==> config.mk <==
export PLATFORM = sky130hd
export DESIGN_NAME = if_fetch_queue_flat
export DESIGN_NICKNAME = d
export VERILOG_FILES = /design/src/rtl/if_fetch_queue_pkg.sv /design/src/rtl/if_fetch_queue_if.sv /design/src/rtl/if_fetch_queue.sv /design/src/flat_wrapper.sv
export SDC_FILE = /design/constraint.sdc
export NUM_CORES = 1
export LEC_CHECK = 0
export ABC_AREA = 1
export BUFFER_PORTS_ARGS = -buffer_cell sky130_fd_sc_hd__clkbuf_2
export CAP_MARGIN = 20
export CORE_MARGIN = 10
export CORE_UTILIZATION = 50
export CTS_BUF_LIST = sky130_fd_sc_hd__clkbuf_8 sky130_fd_sc_hd__clkbuf_16
export DETAILED_ROUTE_END_ITERATION = 8
export PLACE_DENSITY = 0.7
export SETUP_SLACK_MARGIN = 0.02
export SYNTH_ARGS = -nofsm -noshare
export SYNTH_HDL_FRONTEND = slang
export SYNTH_SLANG_ARGS = --single-unit
==> constraint.sdc <==
create_clock -name clk -period 9.8 [get_ports clk]
set_input_delay 1.96 -clock clk [delete_from_list [all_inputs] [get_ports clk]]
set_output_delay 1.96 -clock clk [all_outputs]
set_load 0.01 [all_outputs]
==> src/rtl/if_fetch_queue_pkg.sv <==
// Shared defaults and types for the instruction-fetch queue.
// Widths here are the core defaults; the queue itself stays parametric.
package if_fetch_queue_pkg;

    localparam int IF_FQ_DEPTH = 4;
    localparam int FQ_PC_W     = 32;
    localparam int FQ_INST_W   = 32;
    localparam int FQ_EXC_W    = 5;

    // Width of the fetch-to-decode bus for a given field sizing.
    function automatic int fs_to_ds_bus_wd(input int pc_w, input int inst_w, input int exc_w);
        return pc_w * 2 + inst_w + exc_w + 2;
    endfunction

    // Field layout of the fetch-to-decode bus at default widths (MSB first).
    typedef struct packed {
        logic                 tlb_refill;
        logic [FQ_EXC_W-1:0]  excode;
        logic                 ex;
        logic [FQ_PC_W-1:0]   badvaddr;
        logic [FQ_INST_W-1:0] inst;
        logic [FQ_PC_W-1:0]   pc;
    } fs_to_ds_t;

endpackage

==> src/rtl/if_fetch_queue_if.sv <==
// Fetch-queue boundary: pre-IF request, inst_sram response, decode handoff, flush.
// master drives requests/responses/flush; slave is the queue.
interface if_fetch_queue_if
    import if_fetch_queue_pkg::*;
#(
    parameter int PC_W   = FQ_PC_W,
    parameter int INST_W = FQ_INST_W,
    parameter int EXC_W  = FQ_EXC_W
);
    localparam int BUS_W = fs_to_ds_bus_wd(PC_W, INST_W, EXC_W);

    logic              req_valid;
    logic              req_ready;
    logic [PC_W-1:0]   req_pc;
    logic              req_ex;
    logic [EXC_W-1:0]  req_excode;
    logic [PC_W-1:0]   req_badvaddr;
    logic              req_tlb_refill;
    logic              inst_sram_data_ok;
    logic [INST_W-1:0] inst_sram_rdata;
    logic              ds_allowin;
    logic              fs_to_ds_valid;
    logic [BUS_W-1:0]  fs_to_ds_bus;
    logic              fs_ex;
    logic              fs_inst_waiting;
    logic              fs_empty;
    logic              do_flush;

    modport master (
        output req_valid, req_pc, req_ex, req_excode, req_badvaddr, req_tlb_refill,
        output inst_sram_data_ok, inst_sram_rdata, ds_allowin, do_flush,
        input  req_ready, fs_to_ds_valid, fs_to_ds_bus, fs_ex, fs_inst_waiting, fs_empty
    );

    modport slave (
        input  req_valid, req_pc, req_ex, req_excode, req_badvaddr, req_tlb_refill,
        input  inst_sram_data_ok, inst_sram_rdata, ds_allowin, do_flush,
        output req_ready, fs_to_ds_valid, fs_to_ds_bus, fs_ex, fs_inst_waiting, fs_empty
    );

endinterface

==> src/rtl/if_fetch_queue.sv <==
// In-order DEPTH-entry fetch queue: data_ok in N -> decode-valid in N+1, no rdata bypass.
// req_ready drops when full or when outstanding sram requests (live + discarded) reach DEPTH.
module if_fetch_queue
    import if_fetch_queue_pkg::*;
#(
    parameter int DEPTH  = IF_FQ_DEPTH,
    parameter int PC_W   = FQ_PC_W,
    parameter int INST_W = FQ_INST_W,
    parameter int EXC_W  = FQ_EXC_W
) (
    input  logic            clk,
    input  logic            reset,
    if_fetch_queue_if.slave fq
);
    localparam int PTR_W = $clog2(DEPTH);
    localparam int CNT_W = PTR_W + 1;
    localparam logic [CNT_W-1:0] FULL     = CNT_W'(DEPTH);
    localparam logic [CNT_W:0]   FULL_OUT = (CNT_W + 1)'(DEPTH);

    logic [DEPTH-1:0]  ent_valid;
    logic [DEPTH-1:0]  ent_done;
    logic [DEPTH-1:0]  ent_ex;
    logic [DEPTH-1:0]  ent_refill;
    logic [EXC_W-1:0]  ent_excode [DEPTH];
    logic [PC_W-1:0]   ent_badvaddr [DEPTH];
    logic [PC_W-1:0]   ent_pc [DEPTH];
    logic [INST_W-1:0] ent_inst [DEPTH];

    logic [PTR_W-1:0] head;
    logic [PTR_W-1:0] tail;
    logic [PTR_W-1:0] fill;
    logic [PTR_W-1:0] tail_nxt;
    logic [PTR_W-1:0] fill_nxt;
    logic [CNT_W-1:0] count;
    logic [CNT_W-1:0] discard_cnt;
    logic [CNT_W-1:0] pending;
    logic [CNT_W-1:0] flush_discard;
    logic [CNT_W:0]   outstanding;

    logic alloc;
    logic pop;
    logic head_out;
    logic fill_pend;
    logic dok_fill;
    logic dok_discard;
    logic skip_ex;
    logic [INST_W-1:0] head_inst;

    // Live entries still waiting for their sram response.
    always_comb begin
        pending = '0;
        for (int i = 0; i < DEPTH; i++) begin
            pending = pending + CNT_W'(ent_valid[i] & ~ent_done[i]);
        end
    end

    // Every request the sram still owes us, whether it will be kept or dropped.
    assign outstanding = {1'b0, pending} + {1'b0, discard_cnt};

    assign fq.req_ready = (count < FULL) && (outstanding < FULL_OUT) && !fq.do_flush;
    assign alloc        = fq.req_valid && fq.req_ready;
    assign head_out     = ent_valid[head] && ent_done[head] && !fq.do_flush;
    assign pop          = head_out && fq.ds_allowin;
    assign fill_pend    = ent_valid[fill] && !ent_done[fill];
    assign dok_discard  = fq.inst_sram_data_ok && (discard_cnt != '0);
    assign dok_fill     = fq.inst_sram_data_ok && (discard_cnt == '0) && fill_pend;

    // A response landing in the flush cycle retires one of the owed requests.
    always_comb begin
        flush_discard = '0;
        if (outstanding != '0) begin
            flush_discard = CNT_W'(outstanding - {{CNT_W{1'b0}}, fq.inst_sram_data_ok});
        end
    end

    // Fill stops only on a non-ex entry; ex entries get no response and are stepped over,
    // including one being allocated this cycle.
    always_comb begin
        tail_nxt = alloc ? tail + PTR_W'(1) : tail;
        fill_nxt = dok_fill ? fill + PTR_W'(1) : fill;
        skip_ex  = 1'b0;
        for (int i = 0; i < DEPTH; i++) begin
            if (fill_nxt != tail_nxt) begin
                skip_ex = (alloc && fill_nxt == tail) ? fq.req_ex : ent_ex[fill_nxt];
                if (skip_ex) begin
                    fill_nxt = fill_nxt + PTR_W'(1);
                end
            end
        end
    end

    always_ff @(posedge clk) begin
        if (reset) begin
            head        <= '0;
            tail        <= '0;
            fill        <= '0;
            count       <= '0;
            discard_cnt <= '0;
            ent_valid   <= '0;
            ent_done    <= '0;
            ent_ex      <= '0;
            ent_refill  <= '0;
            for (int i = 0; i < DEPTH; i++) begin
                ent_excode[i]   <= '0;
                ent_badvaddr[i] <= '0;
                ent_pc[i]       <= '0;
                ent_inst[i]     <= '0;
            end
        end else if (fq.do_flush) begin
            head        <= '0;
            tail        <= '0;
            fill        <= '0;
            count       <= '0;
            discard_cnt <= flush_discard;
            ent_valid   <= '0;
        end else begin
            if (alloc) begin
                ent_valid[tail]    <= 1'b1;
                ent_done[tail]     <= fq.req_ex;
                ent_ex[tail]       <= fq.req_ex;
                ent_refill[tail]   <= fq.req_tlb_refill;
                ent_excode[tail]   <= fq.req_excode;
                ent_badvaddr[tail] <= fq.req_badvaddr;
                ent_pc[tail]       <= fq.req_pc;
                ent_inst[tail]     <= '0;
            end
            if (dok_fill) begin
                ent_inst[fill] <= fq.inst_sram_rdata;
                ent_done[fill] <= 1'b1;
            end
            if (pop) begin
                ent_valid[head] <= 1'b0;
            end
            if (dok_discard) begin
                discard_cnt <= discard_cnt - CNT_W'(1);
            end
            head  <= head + PTR_W'(pop);
            tail  <= tail_nxt;
            fill  <= fill_nxt;
            count <= count + CNT_W'(alloc) - CNT_W'(pop);
        end
    end

    assign head_inst          = ent_ex[head] ? '0 : ent_inst[head];
    assign fq.fs_to_ds_valid  = head_out;
    assign fq.fs_to_ds_bus    = {ent_refill[head], ent_excode[head], ent_ex[head],
                                 ent_badvaddr[head], head_inst, ent_pc[head]};
    assign fq.fs_ex           = ent_valid[head] && ent_ex[head];
    assign fq.fs_inst_waiting = (pending != '0);
    assign fq.fs_empty        = (count == '0);

    // A response must belong either to a squashed request or to the oldest live one.
    a_no_orphan_data: assert property (
        @(posedge clk) disable iff (reset)
        fq.inst_sram_data_ok |-> (discard_cnt != '0 || fill_pend)
    );

endmodule

==> src/flat_wrapper.sv <==
// flat-port wrapper written by rule: the top's interface ports become plain ports
module if_fetch_queue_flat import if_fetch_queue_pkg::*;
#(
    parameter int DEPTH  = IF_FQ_DEPTH,
    parameter int PC_W   = FQ_PC_W,
    parameter int INST_W = FQ_INST_W,
    parameter int EXC_W  = FQ_EXC_W
)
  (clk, reset, fq_req_valid, fq_req_pc, fq_req_ex, fq_req_excode, fq_req_badvaddr, fq_req_tlb_refill, fq_inst_sram_data_ok, fq_inst_sram_rdata, fq_ds_allowin, fq_do_flush, fq_req_ready, fq_fs_to_ds_valid, fq_fs_to_ds_bus, fq_fs_ex, fq_fs_inst_waiting, fq_fs_empty);
  if_fetch_queue_if #(.PC_W(PC_W), .INST_W(INST_W), .EXC_W(EXC_W)) fq_i ();
  input  logic clk;
  input  logic reset;
  input wire logic [$bits(fq_i.req_valid)-1:0] fq_req_valid;
  input wire logic [$bits(fq_i.req_pc)-1:0] fq_req_pc;
  input wire logic [$bits(fq_i.req_ex)-1:0] fq_req_ex;
  input wire logic [$bits(fq_i.req_excode)-1:0] fq_req_excode;
  input wire logic [$bits(fq_i.req_badvaddr)-1:0] fq_req_badvaddr;
  input wire logic [$bits(fq_i.req_tlb_refill)-1:0] fq_req_tlb_refill;
  input wire logic [$bits(fq_i.inst_sram_data_ok)-1:0] fq_inst_sram_data_ok;
  input wire logic [$bits(fq_i.inst_sram_rdata)-1:0] fq_inst_sram_rdata;
  input wire logic [$bits(fq_i.ds_allowin)-1:0] fq_ds_allowin;
  input wire logic [$bits(fq_i.do_flush)-1:0] fq_do_flush;
  output wire logic [$bits(fq_i.req_ready)-1:0] fq_req_ready;
  output wire logic [$bits(fq_i.fs_to_ds_valid)-1:0] fq_fs_to_ds_valid;
  output wire logic [$bits(fq_i.fs_to_ds_bus)-1:0] fq_fs_to_ds_bus;
  output wire logic [$bits(fq_i.fs_ex)-1:0] fq_fs_ex;
  output wire logic [$bits(fq_i.fs_inst_waiting)-1:0] fq_fs_inst_waiting;
  output wire logic [$bits(fq_i.fs_empty)-1:0] fq_fs_empty;
  assign fq_i.req_valid = fq_req_valid;
  assign fq_i.req_pc = fq_req_pc;
  assign fq_i.req_ex = fq_req_ex;
  assign fq_i.req_excode = fq_req_excode;
  assign fq_i.req_badvaddr = fq_req_badvaddr;
  assign fq_i.req_tlb_refill = fq_req_tlb_refill;
  assign fq_i.inst_sram_data_ok = fq_inst_sram_data_ok;
  assign fq_i.inst_sram_rdata = fq_inst_sram_rdata;
  assign fq_i.ds_allowin = fq_ds_allowin;
  assign fq_i.do_flush = fq_do_flush;
  assign fq_req_ready = fq_i.req_ready;
  assign fq_fs_to_ds_valid = fq_i.fs_to_ds_valid;
  assign fq_fs_to_ds_bus = fq_i.fs_to_ds_bus;
  assign fq_fs_ex = fq_i.fs_ex;
  assign fq_fs_inst_waiting = fq_i.fs_inst_waiting;
  assign fq_fs_empty = fq_i.fs_empty;
  if_fetch_queue #(.DEPTH(DEPTH), .PC_W(PC_W), .INST_W(INST_W), .EXC_W(EXC_W)) u_core (.clk(clk), .reset(reset), .fq(fq_i));
endmodule
==> results of run 1 <==
kinds of logic after synthesis:
| logic type | synth area share [%] |
|---|---|
| flip-flops | 66.6 |
| XOR/XNOR | 0.420 |
| buffers and inverters | 5.22 |
| AO/OA/AOI/OAI | 8.26 |
| AND/OR/NAND/NOR | 17.9 |
| adder cells (fa/ha/maj) | 1.63 |
synthesized netlist by cell type:
cell type	instances
and2_1	1
clkbuf_1	91
o21ai_0	11
buf_1	8
nand3_4	6
nand3_2	5
nor3_1	71
a21oi_4	1
dfxtp_1	28
nor2_2	6
xor2_4	1
ha_1	20
nand4_4	1
a31oi_1	35
inv_2	8
fa_1	3
o31ai_1	1
xor2_1	4
inv_1	153
nand2_1	241
nor2_4	1
clkinv_1	2
nand4_2	1
a22oi_1	152
nor4_1	1
o22ai_1	1
nand2_4	6
o2111ai_1	1
a221oi_1	5
a21oi_1	11
o211ai_1	3
or3_1	1
nand2_2	18
nand2b_1	1
buf_6	1
edfxtp_1	404
nand4_1	12
nand3b_1	1
nand3_1	49
xnor2_1	2
nor2_1	368
flip-flops by register name, indices dropped and copies added (netlist names):
register,cells
u_core.ent_excode,20
u_core.ent_refill,4
u_core.tail,2
u_core.ent_badvaddr,128
u_core.count,3
u_core.ent_pc,128
u_core.fill,2
u_core.ent_valid,4
u_core.discard_cnt,3
u_core.head,2
u_core.ent_inst,128
u_core.ent_done,4
u_core.ent_ex,4
worst paths after layout:
path                                        endpoint  depth (start not counted)                  from  slack, ns
worst max register to register  u_core.ent_pc[0][15]                         15   u_core.ent_valid[1]       4.59
worst min register to register  u_core.ent_refill[0]                          2  u_core.ent_refill[0]       0.49
worst min-delay path            u_core.ent_refill[0]                          2  u_core.ent_refill[0]       0.49
worst max-delay path             fq_fs_to_ds_bus[60]                          9        u_core.head[1]       4.21
final cells by class:
cell class / instances / area, um^2
antenna: 1 / 2.50
clock buffer: 46 / 1140
clock inverter: 31 / 278
fill: 3167 / 15600
inverter: 163 / 617
multi-input combinational: 1041 / 5440
sequential: 432 / 12700
tap: 511 / 639
timing repair buffer: 236 / 1290
power groups by stage:
stage | Combinational [W] | Clock (W) | Sequential, W
CTS | 0.000546 | 0.00168 | 0.00214
global placement | 0.000533 | 0 | 0.00217
global route | 0.000605 | 0.00175 | 0.00215
floorplan | 0.000384 | 0 | 0.00217
detailed placement | 0.000543 | 0 | 0.00218
finish | 0.000544 | 0.00166 | 0.00214
critical path, stage by stage, from the launching register on:
cell and delay [ns]:
dfxtp_1 0.43, inv_1 0.12, nand2_1 0.13, clkinv_2 0.69
a22oi_1 0.36, and2_1 0.20, inv_1 0.31, buf_16 0.28
a31oi_1 0.32, clkbuf_2 0.21
metal layers:
metal  part of all wire, %  global-route usage (%)
met3                   6.5                    3.85
met2                    49                    33.9
met4                   2.3                    6.64
met5                     0                       0
met1                    42                    27.2
metrics by stage:
step | power [W] | worst slack, ns | cell area, um^2
after floorplan | 0.00256 | 0.611 | 19100
after global placement | 0.00271 | 4.42 | 20600
after detailed placement | 0.00272 | 4.37 | 20600
after CTS | 0.00437 | 4.16 | 22000
after global routing | 0.00451 | 3.99 | 22100
final | 0.00434 | 4.21 | 22100
==> out/qor.yml, run 1 <==
grt:
  antenna_found_initial: 1
  grt_overflow: 0
  grt_max_degree: 95
  grt_pass1_vias: 13700
  grt_pass1_wl_mm: 76.4
  grtUsageTotal_pct: 20.6
placement:
  port_buffers: 216
  place_inst: 2380
  routabilityCongestion: 0.865
  post-dp-hpwl_mm: 29.0
floorplanning:
  row_count: 71
  core_um2: 37700
  ios: 217
  start_util_pct: 50.6
  die_h_um: 215
  dieWidth_um: 215
  die-area_um2: 46300
power:
  p_clk_share_pct: 38.1
  swShare_pct: 25.2
  powerDensity_nw_per_um2: 196
  seqPwrFrac_pct: 49.3
  internal_power_w: 0.00325
  p_leak_nw: 9.11
  combPwrFrac_pct: 12.5
  ir_drop_uv: 140
  p_sw_w: 0.00109
setup_path:
  path_class: "reg -> out"
  cp.arrival_ns: 3.63
  critPathCaptureType: "output port"
  startpoint_type: "register"
  crit_fanout: 54
  crit_required_ns: 7.84
final_layout:
  final_cells: 2461
  drive_gt1_share_pct: 18.7
  syn_to_final_growth_pct: 15.9
  layout_commonest_cell: "edfxtp_1"
  fin_nets: 2049
  fin_util_pct: 58.7
  final_cell_mix: "edfxtp_1, nor2_1, nand2_1, clkbuf_2, inv_1"
yosys:
  synthCells: 1736
  synth_nets: 1868
  yosys-top-cells-area: "edfxtp_1, nor2_1, a22oi_1"
  ys_seq_elements: 432
  netlist.area_leader.share_pct: 63.6
  yosysWarningCount: 0
  synth.distinct_cells: 41
  yosysTopAreaCell: "edfxtp_1"
  yosysSeqAreaShare_pct: 66.6
  syn_area_um2: 19100
  synth_area_per_cell_um2: 11.0
routing:
  first_iter_violations: 1159
  viasPerCell: 5.51
  ant_nets: 0
  vias: 13600
  drt_pre_antenna_iters: 5
  post_drt_wl_per_cell_um: 19.8
  drc_errors: 0
  drt-total-wl_mm: 48.7
timing:
  post-route-period-util_pct: 57.0
  holdWs_ns: 0.494
  rsz0062_at_grt: "false"
  min_period_ns: 5.59
  setup_viol: 0
  clock_skew_ns: 0.0135
  hold_violations: 0
  tns_ns: 0
  slew_viol_final: 0
  worstMarginPinSlew_ns: 1.11
  fmax_ghz: 0.179
  relSlewSlack_pct: 26.2
clocking:
  post_cts_resized: 0
  cts_inserted_buffers: 43
  cts_max_path_buffers: 3
  cts_tree: "done"
  insertion_delay_ns: 0.57
  ctsHoldBuffers: 0
  htreeDepth: 2
  clock-sinks: 432
  clkTransAtPathRegs_ns: 0.06
  post_cts_buffers: 0
  cts_root_buffer: "clkbuf_16"
min_path:
  hp-class: "reg -> reg"
run_status:
  status: "finished, final reports clean"
flow_run:
  maxCapViolations: 0
No activity file was read; power rests on OpenSTA's default activity.
==> run 2: changes to the inputs <==
PLACE_DENSITY = 0.73   (was 0.7)
clock period = 4.93 ns   (was 9.8 ns; I/O delays follow)
==> run 2 against run 1 <==
Effect of this change:
- critical path depth grew 25
- global-route usage grew 0.42 points
- first-iteration DRC count shrank 3.1%
- total power grew 97%
- clock skew grew 0.0029 ns
- wire length grew 3.1%
- non-clock buffer count grew 11
- critical path type is now reg -> reg
- largest cell class unchanged
- largest power group unchanged
- highest routed layer unchanged
==> out/qor.yml, run 2 (same netlist as run 1, synthesis figures left out) <==
run_status:
  status: "finished, final reports clean"
timing:
  min_period_ns: 4.38
  relSlewSlack_pct: 32.9
  hold_violations: 0
  clock_skew_ns: 0.0164
  fmax_ghz: 0.229
  post-route-period-util_pct: 88.8
  rsz0062_at_grt: "false"
  worstMarginPinSlew_ns: 1.00
  slew_viol_final: 0
  tns_ns: 0
  holdWs_ns: 0.493
  setup_viol: 0
setup_path:
  path_class: "reg -> reg"
  max_stage_delay_ns: 0.42
  startpoint_type: "register"
  cp_slowest_cell: "fa_1"
  critPathCaptureType: "register"
  cp.arrival_ns: 4.82
  crit_fanout: 8
  crit_required_ns: 5.37
  crit_top_cell: "nand2_1"
clocking:
  cts_inserted_buffers: 45
  cts_root_buffer: "clkbuf_16"
  cts_max_path_buffers: 3
  htreeDepth: 2
  post_cts_resized: 0
  clkTransAtPathRegs_ns: 0.06
  cts_tree: "done"
  ctsHoldBuffers: 0
  post_cts_buffers: 0
  insertion_delay_ns: 0.56
  clock-sinks: 432
floorplanning:
  die-area_um2: 46300
  start_util_pct: 50.6
  core_um2: 37700
  die_h_um: 215
  row_count: 71
  dieWidth_um: 215
  ios: 217
grt:
  grt_max_degree: 78
  grt_overflow: 0
  grt_pass1_vias: 14100
  grt_pass1_wl_mm: 78.0
  antenna_found_initial: 0
  grtUsageTotal_pct: 21.0
final_layout:
  num_antenna_cells: 0
  nFillCells: 3182
  multi_input_area_um2: 5460
  fin_nets: 2062
  reg_top3: "u_core.ent_badvaddr (128), u_core.ent_inst (128), u_core.ent_pc (128)"
  layout_commonest_cell: "edfxtp_1"
  syn_to_final_growth_pct: 16.2
  register_area_um2: 12700
  final_cell_mix: "edfxtp_1, nor2_1, nand2_1, clkbuf_2, inv_1"
  drive_gt1_share_pct: 19.4
placement:
  post-dp-hpwl_mm: 29.6
  port_buffers: 216
  routabilityCongestion: 0.890
power:
  ir_drop_uv: 299
  powerDensity_nw_per_um2: 386
  p_leak_nw: 9.14
routing:
  drt-total-wl_mm: 50.2
  vias: 13800
  ant_nets: 0
  post_drt_wl_per_cell_um: 20.3
  first_iter_violations: 1123
  drc_errors: 0
  drt_pre_antenna_iters: 5
  viasPerCell: 5.57
min_path:
  hp-class: "reg -> reg"
flow_run:
  maxCapViolations: 0
## run 2: cell types whose count changed in the layout (fill, tap and decap cells not counted), sizes merged
| cell | before | now |
|---|---|---|
| buf | 20 | 31 |
| bufinv | 5 | 3 |
| clkinv | 21 | 20 |
| clkinvlp | 1 | 2 |
| diode | 1 | 0 |
| inv | 167 | 172 |
## run 2: worst max-delay path, delay by kind of cell, from the launching register on
family                     cells  cell delay (ns)
adders and majority gates      4             1.28
buffers and inverters          4             0.23
DFF                            1             0.34
and+or+nand+nor               26             2.38
## run 2: final timing paths
kind              slack (ns)            startpoint  cells past startpoint                   end
hold reg to reg         0.49  u_core.ent_refill[1]                      2  u_core.ent_refill[1]
setup reg to reg        0.55   u_core.ent_valid[1]                     34        u_core.fill[1]
hold / removal          0.49  u_core.ent_refill[1]                      2  u_core.ent_refill[1]
setup / recovery        0.55   u_core.ent_valid[1]                     34        u_core.fill[1]
## run 2: power breakdown
part / switching [W] / internal [W]
Combinational: 0.000747 / 0.000348
Clock: 0.00137 / 0.00184
Sequential: 0.0000740 / 0.00418
Total: 0.00219 / 0.00637
## run 2: area by class of cell
| cell class | count | area share (%) |
|---|---|---|
| Multi-Input combinational cell | 1041 | 24.7 |
| Sequential cell | 432 | 57.3 |
| Timing Repair Buffer | 247 | 6.15 |
| Inverter | 163 | 2.78 |
| Clock buffer | 46 | 5.19 |
| Clock inverter | 34 | 1.05 |
| Tap cell | 511 | 2.89 |
## run 2: layer usage
layer  up-vias  track usage (%)  part of all wire [%]  routed length (um)
li1       6418                -                     -                   -
met5         -                0                     0                   0
met4         0             8.03                   2.9                1450
met1      6799             26.0                    41               20700
met2       459             36.0                    50               25000
met3        96             3.83                   6.1                3060
## run 2: per-stage QoR
stage	cell area, um^2	std cells	power, W	worst slack (ns)	utilization (%)
after global placement	20800	2394	0.00540	0.704	55.2
after detailed placement	20800	2394	0.00543	0.579	55.2
after CTS	22200	2474	0.00863	0.567	58.8
final	22200	2474	0.00856	0.554	58.8
after floorplan	19100	1736	0.00508	-0.203	-
after global routing	22200	2474	0.00889	0.184	58.8
==> run 3: changes to the inputs <==
ABC_AREA = unset   (was 1)
PLACE_DENSITY = 0.72   (was 0.73)
==> run 3 against run 2 <==
Effect of this change:
- core utilization grew 0.99 points
- setup slack lost 0.52 ns
- largest power group unchanged
- register-to-register slack lost 0.52 ns
- sequential cell count is the same
- fmax shrank 11%
- global-route usage shrank 1.4 points
==> out/qor.yml, run 3 <==
floorplanning:
  die-area_um2: 48600
  die_h_um: 220
  start_util_pct: 50.5
  ios: 217
  row_count: 73
  dieWidth_um: 220
  core_um2: 39700
yosys:
  synth_nets: 1468
  synth-edff-count: 404
  yosysWarningCount: 0
  synth_area_per_cell_um2: 15.0
  ys_seq_elements: 432
  yosysMostFrequentCell: "and2_1"
  synth_top_flop_cell: "edfxtp_1"
  yosysSeqAreaShare_pct: 63.2
  synthArstFlopShare_pct: 0
  netlist.area_leader.share_pct: 60.4
  synthTopCellsByCount: "and2_1, edfxtp_1, mux4_2"
  yosysTopAreaCell: "edfxtp_1"
  syn_area_um2: 20100
  synth.distinct_cells: 77
  yosys-top-cells-area: "edfxtp_1, and2_1, mux4_2"
  synthCells: 1336
final_layout:
  layout_commonest_cell: "and2_1"
  multi_input_area_um2: 7200
  drive_gt1_share_pct: 31.6
  fin_util_pct: 59.8
  fin_nets: 1709
  register_area_um2: 12700
  nFillCells: 3019
  syn_to_final_growth_pct: 18.4
  final_cell_mix: "and2_1, edfxtp_1, clkbuf_2, mux4_2, clkbuf_16"
  reg_top3: "u_core.ent_badvaddr (128), u_core.ent_inst (128), u_core.ent_pc (128)"
setup_path:
  crit_buf_inv: 2
  crit_path_cell_trace: "nor2b_4 -> fa_1 -> ha_4 -> ha_4 -> fa_2 -> nand3b_1 -> o22ai_2 -> and4_1 -> mux2i_2 -> mux2i_4 -> buf_6 -> o21a_4 -> buf_6 -> mux2i_2 -> o22ai_2 -> or3_4 -> o311ai_4 -> mux2i_1 -> mux2_4 -> mux2i_1 -> o311ai_1"
  crit_fanout: 4
  worst_r2r_path_depth: 21
  critPathCaptureType: "register"
  reg2reg_from: "u_core.ent_valid[3]"
  max_stage_delay_ns: 0.58
  rr_endpoint: "u_core.fill[0]"
  cp_slowest_cell: "fa_1"
  path_class: "reg -> reg"
  crit_required_ns: 5.37
  r2r_slack_ns: 0.03
  startpoint_type: "register"
  cp.arrival_ns: 5.34
  crit_family: "adder cells"
clocking:
  htreeDepth: 2
  cts_tree: "done"
  clock-sinks: 432
  cts_max_path_buffers: 3
  cts_inserted_buffers: 45
  cts_root_buffer: "clkbuf_16"
  clkTransAtPathRegs_ns: 0.06
  ctsHoldBuffers: 0
  insertion_delay_ns: 0.57
placement:
  dp_slack_ns: -0.207
  post-dp-hpwl_mm: 27.8
  port_buffers: 216
  routabilityCongestion: 0.831
grt:
  grtUsageTotal_pct: 19.7
  grt_pass1_wl_mm: 73.3
  antenna_found_initial: 7
  grt_pass1_vias: 12700
  grt_max_degree: 70
  grt_overflow: 0
timing:
  min_period_ns: 4.90
  worstMarginPinSlew_ns: 0.849
  clock_skew_ns: 0.0156
  slew_viol_final: 0
  setup_viol: 0
  worst_slack_ns: 0.0347
  post-route-period-util_pct: 99.3
  relSlewSlack_pct: 43.4
  fmax_ghz: 0.204
  rsz0062_at_grt: "true"
  tns_ns: 0
  hold_violations: 0
  holdWs_ns: 0.458
min_path:
  whs_endpoint: "u_core.ent_refill[2]"
  hp-class: "reg -> reg"
  hold_path_depth: 2
  min_from: "u_core.ent_refill[2]"
routing:
  ant_nets: 0
  viasPerCell: 5.52
  post_drt_wl_per_cell_um: 22.2
  drc_errors: 0
  drt_pre_antenna_iters: 5
  drt-total-wl_mm: 47.5
  first_iter_violations: 930
  vias: 11800
flow_run:
  maxCapViolations: 0
power:
  ir_drop_uv: 283
  internal_power_w: 0.00636
  p_clk_share_pct: 40.7
  p_total_w: 0.00819
  combPwrFrac_pct: 7.9
  p_sw_w: 0.00183
  p_leak_nw: 9.12
  powerDensity_nw_per_um2: 345
  swShare_pct: 22.4
  seqPwrFrac_pct: 51.4
run_status:
  status: "finished, final reports clean"
-- run 3: changes by cell type after synthesis, moves of 11 or more --
cell,previous run,this run
a22oi_1,152,0
nor2_1,368,39
nor3_1,71,9
nand2_2,18,0
inv_1,153,16
and2_1,1,412
mux4_2,0,105
nand3_1,49,9
a21oi_1,11,22
a31oi_1,35,4
clkbuf_1,91,60
nand2_1,241,31
nor2b_1,0,36
-- run 3: logic make-up after synthesis --
group | count (synthesis) | synth area share [%]
mux | 120 | 12.6
flops | 432 | 63.2
simple gates | 574 | 17.2
xor+xnor | 11 | 0.555
fa+ha+maj | 23 | 1.55
compound gates | 78 | 2.89
buf+inv | 98 | 1.98
-- run 3: cell type report --
class                      count  share of cell area (%)
sequential                   432                    53.5
multi-input combinational    806                    30.3
timing repair buffer         275                    7.02
clock buffer                  49                    5.06
tap                          525                    2.76
clock inverter                33                    1.07
inverter                      17                   0.274
antenna                        4                  0.0421
-- run 3: per-stage QoR --
stage / instances / area [um^2]
final: 2141 / 23800
after global routing: 2139 / 23800
after CTS: 2136 / 23700
after detailed placement: 2050 / 22100
after global placement: 2050 / 22100
after floorplan: 1336 / 20100
-- run 3: what timing repair did --
item,in CTS,in global routing
endpoints found under the hold margin,0,0
endpoints found under the setup margin,2,2
pin swaps,13,7
buffers inserted,4,1
resized for setup,21,14
-- run 3: worst max path at each step --
stage	to	cells after the start	start
after floorplan	u_core.fill[1]	18	u_core.ent_valid[0]
after global placement	u_core.fill[0]	19	u_core.ent_valid[0]
after detailed placement	u_core.fill[0]	19	u_core.ent_valid[0]
after CTS	u_core.fill[0]	19	u_core.ent_valid[3]
after global routing	u_core.fill[0]	21	u_core.ent_valid[0]
final	u_core.fill[0]	21	u_core.ent_valid[3]
-- run 3: worst min-delay path: stages (launching register included) --
cell and delay [ns]:
dfxtp_1 0.31, nand2_1 0.05, a21oi_1 0.05
-- run 3: power groups by stage --
stage | clock [W] | combinational, W | sequential, W
2_1_floorplan | 0 | 0.000346 | 0.00427
3_3_place_gp | 0 | 0.000617 | 0.00428
3_5_place_dp | 0 | 0.000626 | 0.00429
4_1_cts | 0.00339 | 0.000644 | 0.00421
5_1_grt | 0.00354 | 0.000709 | 0.00423
6_report | 0.00333 | 0.000649 | 0.00421
-- run 3: per-layer routing --
layer / up-vias / part of all wire, % / track usage, % / wire length [um]
met5: - / 0.095 / 0 / 45
met2: 348 / 50 / 33.5 / 23900
li1: 5404 / - / - / -
met3: 69 / 8.4 / 5.93 / 3990
met1: 5991 / 39 / 24.1 / 18800
met4: 6 / 1.8 / 5.09 / 878
